### src/rtl/fetch_prefetch.sv
// Instruction prefetcher: walks sequential word addresses and queues {pc, word} for the decoder.
// Latency: an accepted word shows on inst_valid_o/inst_o one cycle after the memory accepts it.
// Backpressure: mem_busy_i holds the address; a full queue drops mem_en_o until the consumer pops.
// Optional FETCH_PERF_CNT_EN adds saturating stall_cnt_o / fetch_cnt_o performance counters.
module fetch_prefetch #(
   parameter logic [31:0] RESET_PC = 32'h0000_0000,
   parameter int          DEPTH    = 4
) (
   input  logic        clk_i,
   input  logic        rst_i,
   output logic        mem_en_o,
   output logic [31:0] mem_addr_o,
   input  logic [31:0] mem_data_i,
   input  logic        mem_busy_i,
   input  logic        redirect_i,
   input  logic [31:0] redirect_pc_i,
   output logic        inst_valid_o,
   output logic [31:0] inst_o,
   output logic [31:0] inst_pc_o,
   input  logic        inst_ready_i
`ifdef FETCH_PERF_CNT_EN
   ,
   output logic [31:0] stall_cnt_o,
   output logic [31:0] fetch_cnt_o
`endif
);

   localparam int AW = $clog2(DEPTH);
   localparam int CW = AW + 1;
   localparam logic [CW-1:0] FULL_CNT = CW'(DEPTH);

   typedef enum logic [1:0] {IDLE, FETCH, FULL} state_t;

   state_t          state, state_nxt;
   logic [31:0]     fetch_pc;
   logic [AW-1:0]   rd_ptr, wr_ptr;
   logic [CW-1:0]   count, count_nxt;
   logic [31:0]     q_pc   [DEPTH];
   logic [31:0]     q_data [DEPTH];
   logic            push, pop;

   // Low address bits of the restart target are dropped by design.
   logic unused_redirect_bits;
   assign unused_redirect_bits = &{1'b0, redirect_pc_i[1:0]};

   assign mem_en_o     = (state == FETCH);
   assign mem_addr_o   = fetch_pc;
   assign inst_valid_o = (count != '0);
   assign inst_o       = inst_valid_o ? q_data[rd_ptr] : 32'h0;
   assign inst_pc_o    = inst_valid_o ? q_pc[rd_ptr]   : 32'h0;

   // Handshakes and next occupancy; a redirect cancels both push and pop.
   always_comb begin
      push      = mem_en_o && !mem_busy_i && !redirect_i;
      pop       = inst_valid_o && inst_ready_i && !redirect_i;
      count_nxt = count + CW'(push) - CW'(pop);
   end

   // Next-state logic; redirect always lands in FETCH.
   always_comb begin
      state_nxt = state;
      case (state)
         IDLE:    state_nxt = FETCH;
         FETCH:   if (count_nxt == FULL_CNT) state_nxt = FULL;
         FULL:    if (pop) state_nxt = FETCH;
         default: state_nxt = IDLE;
      endcase
      if (redirect_i) state_nxt = FETCH;
   end

   // State register.
   always_ff @(posedge clk_i) begin
      if (rst_i) state <= IDLE;
      else       state <= state_nxt;
   end

   // Fetch pointer and queue bookkeeping; redirect flushes the queue.
   always_ff @(posedge clk_i) begin
      if (rst_i) begin
         fetch_pc <= {RESET_PC[31:2], 2'b00};
         rd_ptr   <= '0;
         wr_ptr   <= '0;
         count    <= '0;
      end else if (redirect_i) begin
         fetch_pc <= {redirect_pc_i[31:2], 2'b00};
         rd_ptr   <= '0;
         wr_ptr   <= '0;
         count    <= '0;
      end else begin
         if (push) begin
            fetch_pc <= fetch_pc + 32'd4;
            wr_ptr   <= wr_ptr + AW'(1);
         end
         if (pop) rd_ptr <= rd_ptr + AW'(1);
         count <= count_nxt;
      end
   end

   // Queue storage; contents are qualified by occupancy so no reset is needed.
   always_ff @(posedge clk_i) begin
      if (push) begin
         q_pc[wr_ptr]   <= fetch_pc;
         q_data[wr_ptr] <= mem_data_i;
      end
   end

`ifdef FETCH_PERF_CNT_EN
   // Saturating stall and accepted-fetch counters, cleared only by reset.
   always_ff @(posedge clk_i) begin
      if (rst_i) begin
         stall_cnt_o <= '0;
         fetch_cnt_o <= '0;
      end else begin
         if (mem_en_o && mem_busy_i && stall_cnt_o != 32'hFFFF_FFFF)
            stall_cnt_o <= stall_cnt_o + 32'd1;
         if (push && fetch_cnt_o != 32'hFFFF_FFFF)
            fetch_cnt_o <= fetch_cnt_o + 32'd1;
      end
   end
`endif

endmodule

### config.mk
export PLATFORM = sky130hd
export DESIGN_NAME = fetch_prefetch
export DESIGN_NICKNAME = d
export VERILOG_FILES = /design/src/rtl/fetch_prefetch.sv
export SDC_FILE = /design/constraint.sdc
export NUM_CORES = 1
export LEC_CHECK = 0
export ABC_AREA = 0
export BUFFER_PORTS_ARGS = -buffer_cell sky130_fd_sc_hd__buf_2
export CAP_MARGIN = 30
export CORE_UTILIZATION = 60
export DETAILED_ROUTE_END_ITERATION = 16
export GPL_ROUTABILITY_DRIVEN = 1
export GPL_TIMING_DRIVEN = 0
export PLACE_DENSITY_LB_ADDON = 0.12
export REMOVE_ABC_BUFFERS = 1
export SLEW_MARGIN = 40
export SYNTH_ARGS = -nofsm -noshare
export SYNTH_HDL_FRONTEND = slang
export SYNTH_SLANG_ARGS = --single-unit
### constraint.sdc
create_clock -name clk_i -period 8.58 [get_ports clk_i]
set_input_delay 1.716 -clock clk_i [delete_from_list [all_inputs] [get_ports clk_i]]
set_output_delay 1.716 -clock clk_i [all_outputs]
set_load 0.01 [all_outputs]
# [Yosys cells after proc, flatten, opt, wreduce, memory -nomap -nowiden]
# Memory sizes are Yosys's and may differ from the RTL's. A register that Yosys moved wholly into a read port is not among the register bits.
# Index checks and enable logic that the tools add are counted.
[totals] input_bits=69 register_bits=41 n_memories=2 word_cells=47 ramBits=256
[classes] n_reduce_logical=12 muxes=14 eq_ne=7 add_sub_neg=5
[memory_table] name="q_data" words=4 width=32 rd=1 rd_ports_with_merged_regs=1 wr=1 line="39" source="logic [31:0] q_data [DEPTH];"
[memory_table] name="q_pc" words=4 width=32 rd=1 rd_ports_with_merged_regs=1 wr=1 line="38" source="logic [31:0] q_pc [DEPTH];"
[op_table] cell="$mux 32" count=4
[op_table] cell="$add 32x3->32 const B" count=1
[op_table] cell="$mux 2" count=6
[op_table] cell="$pmux 2 s3" count=1
[op_table] cell="$add 2x1->2 const B" count=2
[op_table] cell="$logic_and 1x1->1" count=4
[op_table] cell="$reduce_and 2->1" count=2
[op_table] cell="$add 3x1->3" count=1
[op_table] cell="$eq 3x3->1 const B" count=1
[op_table] cell="$mux 1" count=3
[op_table] cell="$ne 3x1->1 const B" count=1
[op_table] cell="$ne 3x3->1 const B" count=1
[op_table] cell="$reduce_bool 3->1" count=1
[op_table] cell="$sub 3x1->3" count=1
[op_table] cell="$eq 2x1->1 const B" count=1
[op_table] cell="$eq 2x2->1 const B" count=1
[op_table] cell="$logic_not 1->1" count=2
[op_table] cell="$logic_not 2->1" count=1
[op_table] cell="$ne 2x1->1 const B" count=1
[op_table] cell="$ne 2x2->1 const B" count=1
[op_table] cell="$reduce_bool 2->1" count=1
[op_table] cell="$reduce_or 2->1" count=1

# [Longest topological paths before layout]
[logic_depth] ltp_word=9 depth_mapped=14

# [Worst setup path before layout]
# No wires, ideal clock.
[synth_path] path_type="input to register" startpoint="input redirect_i" endpoint="memory q_data[2][0], enable pin" path_slack_ns=4.028 arrival_time_ns=4.125 path_stages=5 setup_time_ns=0.427 path_cell_list="clkbuf_1 clkinv_1 clkbuf_1 buf_1 and3_1"
[synth_via] elab_chain_cells=4
[synth_lines] element="from (decl)" line="15" source="input logic redirect_i,"
[synth_lines] element="$logic_not 1->1" line="54" source="push = mem_en_o && !mem_busy_i && !redirect_i;"
[synth_lines] element="$logic_and 1x1->1" line="54"
[synth_lines] element="$mux 1" line="101" source="if (push) begin"
[synth_lines] element="$mux 1 (implied by the code)" line="103" source="q_data[wr_ptr] <= mem_data_i;"
[synth_lines] element="to (decl)" line="39"
# No other way between the ends.

# [Final worst setup path]
[layout_path] startpoint="input redirect_i" endpoint="register state[0]"
[layout_via] elab_chain_cells=7 word_cells_on_any_way=10
[layout_lines] element="$logic_not 1->1 *" line="54, 55"
[layout_lines] element="$logic_and 1x1->1" line="54"
[layout_lines] element="$add 3x1->3" line="56" source="count_nxt = count + CW'(push) - CW'(pop);"
[layout_lines] element="$sub 3x1->3 *" line="56"
[layout_lines] element="net count_nxt[1]" line="37" source="logic [CW-1:0] count, count_nxt;"
[layout_lines] element="$eq 3x3->1 *" line="64" source="FETCH: if (count_nxt == FULL_CNT) state_nxt = FULL;"
[layout_lines] element="$ne 3x1->1 (no source line) *"
[layout_lines] element="$reduce_and 2->1 (no source line) *"
[layout_lines] element="to (signal assigned)" line="74" source="else state <= state_nxt;"
[layout_lines] element="to (decl)" line="34" source="state_t state, state_nxt;"
# The timed path passes the listed nets; every way through them passes the cells marked *.
# A chain may end at the register's enable or synchronous reset.

==> flow_summary.json <==
{
  "status": "finished, final reports clean",
  "finalCritPeriodShare": 0.505,
  "die_x_um": 142,
  "drive_above_1_share": 0.342,
  "startpoint_type": "primary input",
  "cp-end-kind": "register",
  "track_usage": 0.245,
  "worst-setup-path-type": "in2reg",
  "diodes": 0,
  "required_ns": 9.00,
  "cts_tree": "done",
  "clock-sinks": 289,
  "die_area_mm2": 0.0201,
  "yosys-top-cells-area": "edfxtp_1 63%, mux4_2 12%, dfxtp_1 7.0%",
  "detail-route-antenna-nets": 0,
  "wl_per_cell_um": 21.0,
  "cts_buffers": 29,
  "drc": 0,
  "cts_resized": 0,
  "p_seq_frac": 0.534,
  "synth_top_family_by_area": "multiplexers",
  "synth_cell_types": 58,
  "max-slew-margin-rel": 0.521,
  "cp_max_fo": 53,
  "arrival_ns": 4.75,
  "placed_cell_area_mm2": 0.0131,
  "critPathTopFamily": "buffers and inverters",
  "min_period_ns": 4.33,
  "overflow": 0,
  "first_pass_iters": 5,
  "cts_buffer_depth": 3,
  "synth_edf_count": 248,
  "max_freq_mhz": 231,
  "synth_compound_area_frac": 0.0347,
  "pwr-share-comb": 0.044,
  "cts_hold_buf": 0,
  "cp_common_cell": "nor2_1",
  "start_util": 0.620,
  "ys_ff_latch": 289,
  "die_height_um": 142,
  "vias": 6797,
  "grt_pass1_wl_um": 37200,
  "vias_per_cell": 5.96,
  "yosys_warnings": 0,
  "path_cells": "buf_2, clkinv_2, and2_1, inv_1, ha_1, inv_1, ha_1, fa_1, nor2_1, a31oi_1, nor2_1, nor2_1",
  "synthSimpleGateAreaFrac": 0.100,
  "num_rows": 50,
  "drtIter0Drc": 620,
  "totalWireLength_um": 24000,
  "synth_xor_area_frac": 0.0116,
  "synthMuxAreaShare": 0.120,
  "synth_top_area_cell": "edfxtp_1",
  "worst-path-buf-inv": 4,
  "grt_max_degree": 54,
  "grt_pass1_vias": 6920,
  "io_pins": 167,
  "h-tree-depth": 1,
  "final_area_mm2": 0.0140,
  "post_cts_buffers": 0,
  "async_reset_ff_frac": 0,
  "hp-class": "reg2reg",
  "drv_slew": 0,
  "clkPwrFrac": 0.423,
  "slowest_delay_ns": 0.77,
  "setup_viol": 0,
  "critPathSlowestCell": "clkinv_2",
  "synthAdderAreaFrac": 0.00916,
  "synthFlopType": "edfxtp_1",
  "rsz0062_at_grt": "no",
  "yosysSeqAreaShare": 0.704,
  "ir_worst_vdd_v": 0.000167,
  "io_buffer_count": 160,
  "netSwitchingPower_mw": 0.608,
  "synth_top_area_frac": 0.634,
  "synth_cells": 688,
  "clk_pin_slew_ns": 0.06,
  "p_int_mw": 2.35,
  "pwr_density_cell_mw_per_mm2": 211,
  "dp.final_hpwl_um": 15400,
  "switching_share": 0.205,
  "r2r_setup_slack_ns": 5.73,
  "p_leak_nw": 4.93,
  "netlist_area_mm2": 0.0117,
  "timing.setup.tns_ns": 0,
  "fin_nets": 937,
  "drv_cap": 0,
  "core_area_mm2": 0.0190,
  "worst_pin_slew_ns": 0.717,
  "syn_avg_cell_area_um2": 17.1,
  "hold_viol": 0,
  "fin_skew_ns": 0.0112,
  "syn2layout_area_growth_pct": 19.3,
  "antenna_found_initial": 0,
  "clock_latency_ns": 0.55,
  "cts-root-buf": "clkbuf_16",
  "place.gp.congestion": 0.846
}
final timing paths:
| kind | cells after the start | from | endpoint |
|---|---|---|---|
| max reg2reg | 11 | state[0]$_SDFFE_PP0P_ | state[0]$_SDFFE_PP0P_ |
| min reg2reg | 2 | rd_ptr[1]$_SDFFE_PP0P_ | register |
| min | 2 | rd_ptr[1]$_SDFFE_PP0P_ | register |
| max | 12 | redirect_i | state[0]$_SDFFE_PP0P_ |
state kept, by name, indices dropped and copies added, names as in the netlist, named ones only:
register / flops
count: 3
mem_addr_o: 30
wr_ptr: 2
q_pc: 120
state: 2
q_data: 128
rd_ptr: 2
power groups by stage:
| stage | clock (mW) | sequential, mW | combinational (mW) |
|---|---|---|---|
| after floorplan | 0 | 1.61 | 0.0586 |
| after global placement | 0 | 1.61 | 0.120 |
| after detailed placement | 0 | 1.61 | 0.129 |
| after CTS | 1.27 | 1.58 | 0.129 |
| after global routing | 1.33 | 1.58 | 0.140 |
| final | 1.25 | 1.58 | 0.129 |
tightest hold or removal path, stage by stage (launching register included):
cell and delay [ns]:
dfxtp_1 0.33, xnor2_1 0.12, nor2_1 0.05
routing by layer:
layer / global-route usage / part of all wire / vias up
met5: 0 / 0 / -
met4: 0.0838 / 0.027 / 0
met3: 0.0402 / 0.064 / 53
met2: 0.399 / 0.49 / 282
met1: 0.341 / 0.42 / 3399
li1: - / - / 3063
cells by family (layout without fill, tap and decap cells):
| group | count (synthesis) | count (layout) |
|---|---|---|
| XOR/XNOR | 14 | 14 |
| AO/OA/AOI/OAI | 55 | 55 |
| adder cells (fa/ha/maj) | 8 | 8 |
| flip-flops | 289 | 289 |
| AND/OR/NAND/NOR | 201 | 201 |
| buffers and inverters | 57 | 247 |
| other | 1 | 4 |
| multiplexers | 63 | 63 |
cell usage in the layout, fill, tap and decap left out, types with 3 or more instances in the layout:
master,netlist,final
bufinv_16,0,4
inv_1,13,13
nand3_1,12,12
xnor2_1,8,8
mux4_2,62,62
or3_1,6,6
xor2_1,5,5
clkinv_1,1,5
buf_2,6,163
nor3_1,10,9
nor4_1,6,6
ha_1,7,7
nand2_1,20,20
nor2_1,29,29
clkinv_2,0,9
and3_4,0,4
edfxtp_1,248,248
and2_1,4,4
clkbuf_1,29,3
nor2b_1,66,66
o21ai_0,11,11
conb_1,1,4
a2111oi_0,5,5
clkbuf_16,0,29
dfxtp_1,41,39
buf_12,0,10
a211oi_1,9,9
buf_4,4,6
and3_1,16,12
a21oi_1,4,4
a311oi_1,6,6
and4_1,8,8
nand4_1,11,11
stage by stage:
step | utilization | instances | setup WS (ns) | hold WS (ns) | total power [mW]
final | 0.739 | 1141 | 4.25 | 0.529 | 2.96
after global routing | 0.739 | 1141 | 4.05 | 0.571 | 3.05
after CTS | 0.739 | 1141 | 4.33 | 0.530 | 2.98
after detailed placement | 0.689 | 1089 | 3.78 | 0.514 | 1.74
after global placement | 0.670 | 1068 | -0.682 | 0.508 | 1.73
after floorplan | - | 648 | 2.99 | 0.490 | 1.66
cells in the mapped netlist (3+ instances only):
master,instances
nor2_1,29
or3_1,6
a2111oi_0,5
nand2_1,20
nor2b_1,66
buf_4,4
mux4_2,62
inv_1,13
nor3_1,10
a211oi_1,9
edfxtp_1,248
and4_1,8
and3_1,16
and2_1,4
xor2_1,5
clkbuf_1,29
buf_2,6
a21oi_1,4
nand3_1,12
buf_1,3
a311oi_1,6
nor4_1,6
o21ai_0,11
dfxtp_1,41
xnor2_1,8
nand4_1,11
ha_1,7
final cells by class:
type	instances	area, µm²
Sequential cell	289	8280
Fill cell	1166	4940
Clock buffer	33	751
Clock inverter	19	196
Timing Repair Buffer	181	1120
Multi-Input combinational cell	345	3300
Tap cell	260	325
Inverter	14	53.8
No activity file was read; power rests on OpenSTA's default activity.
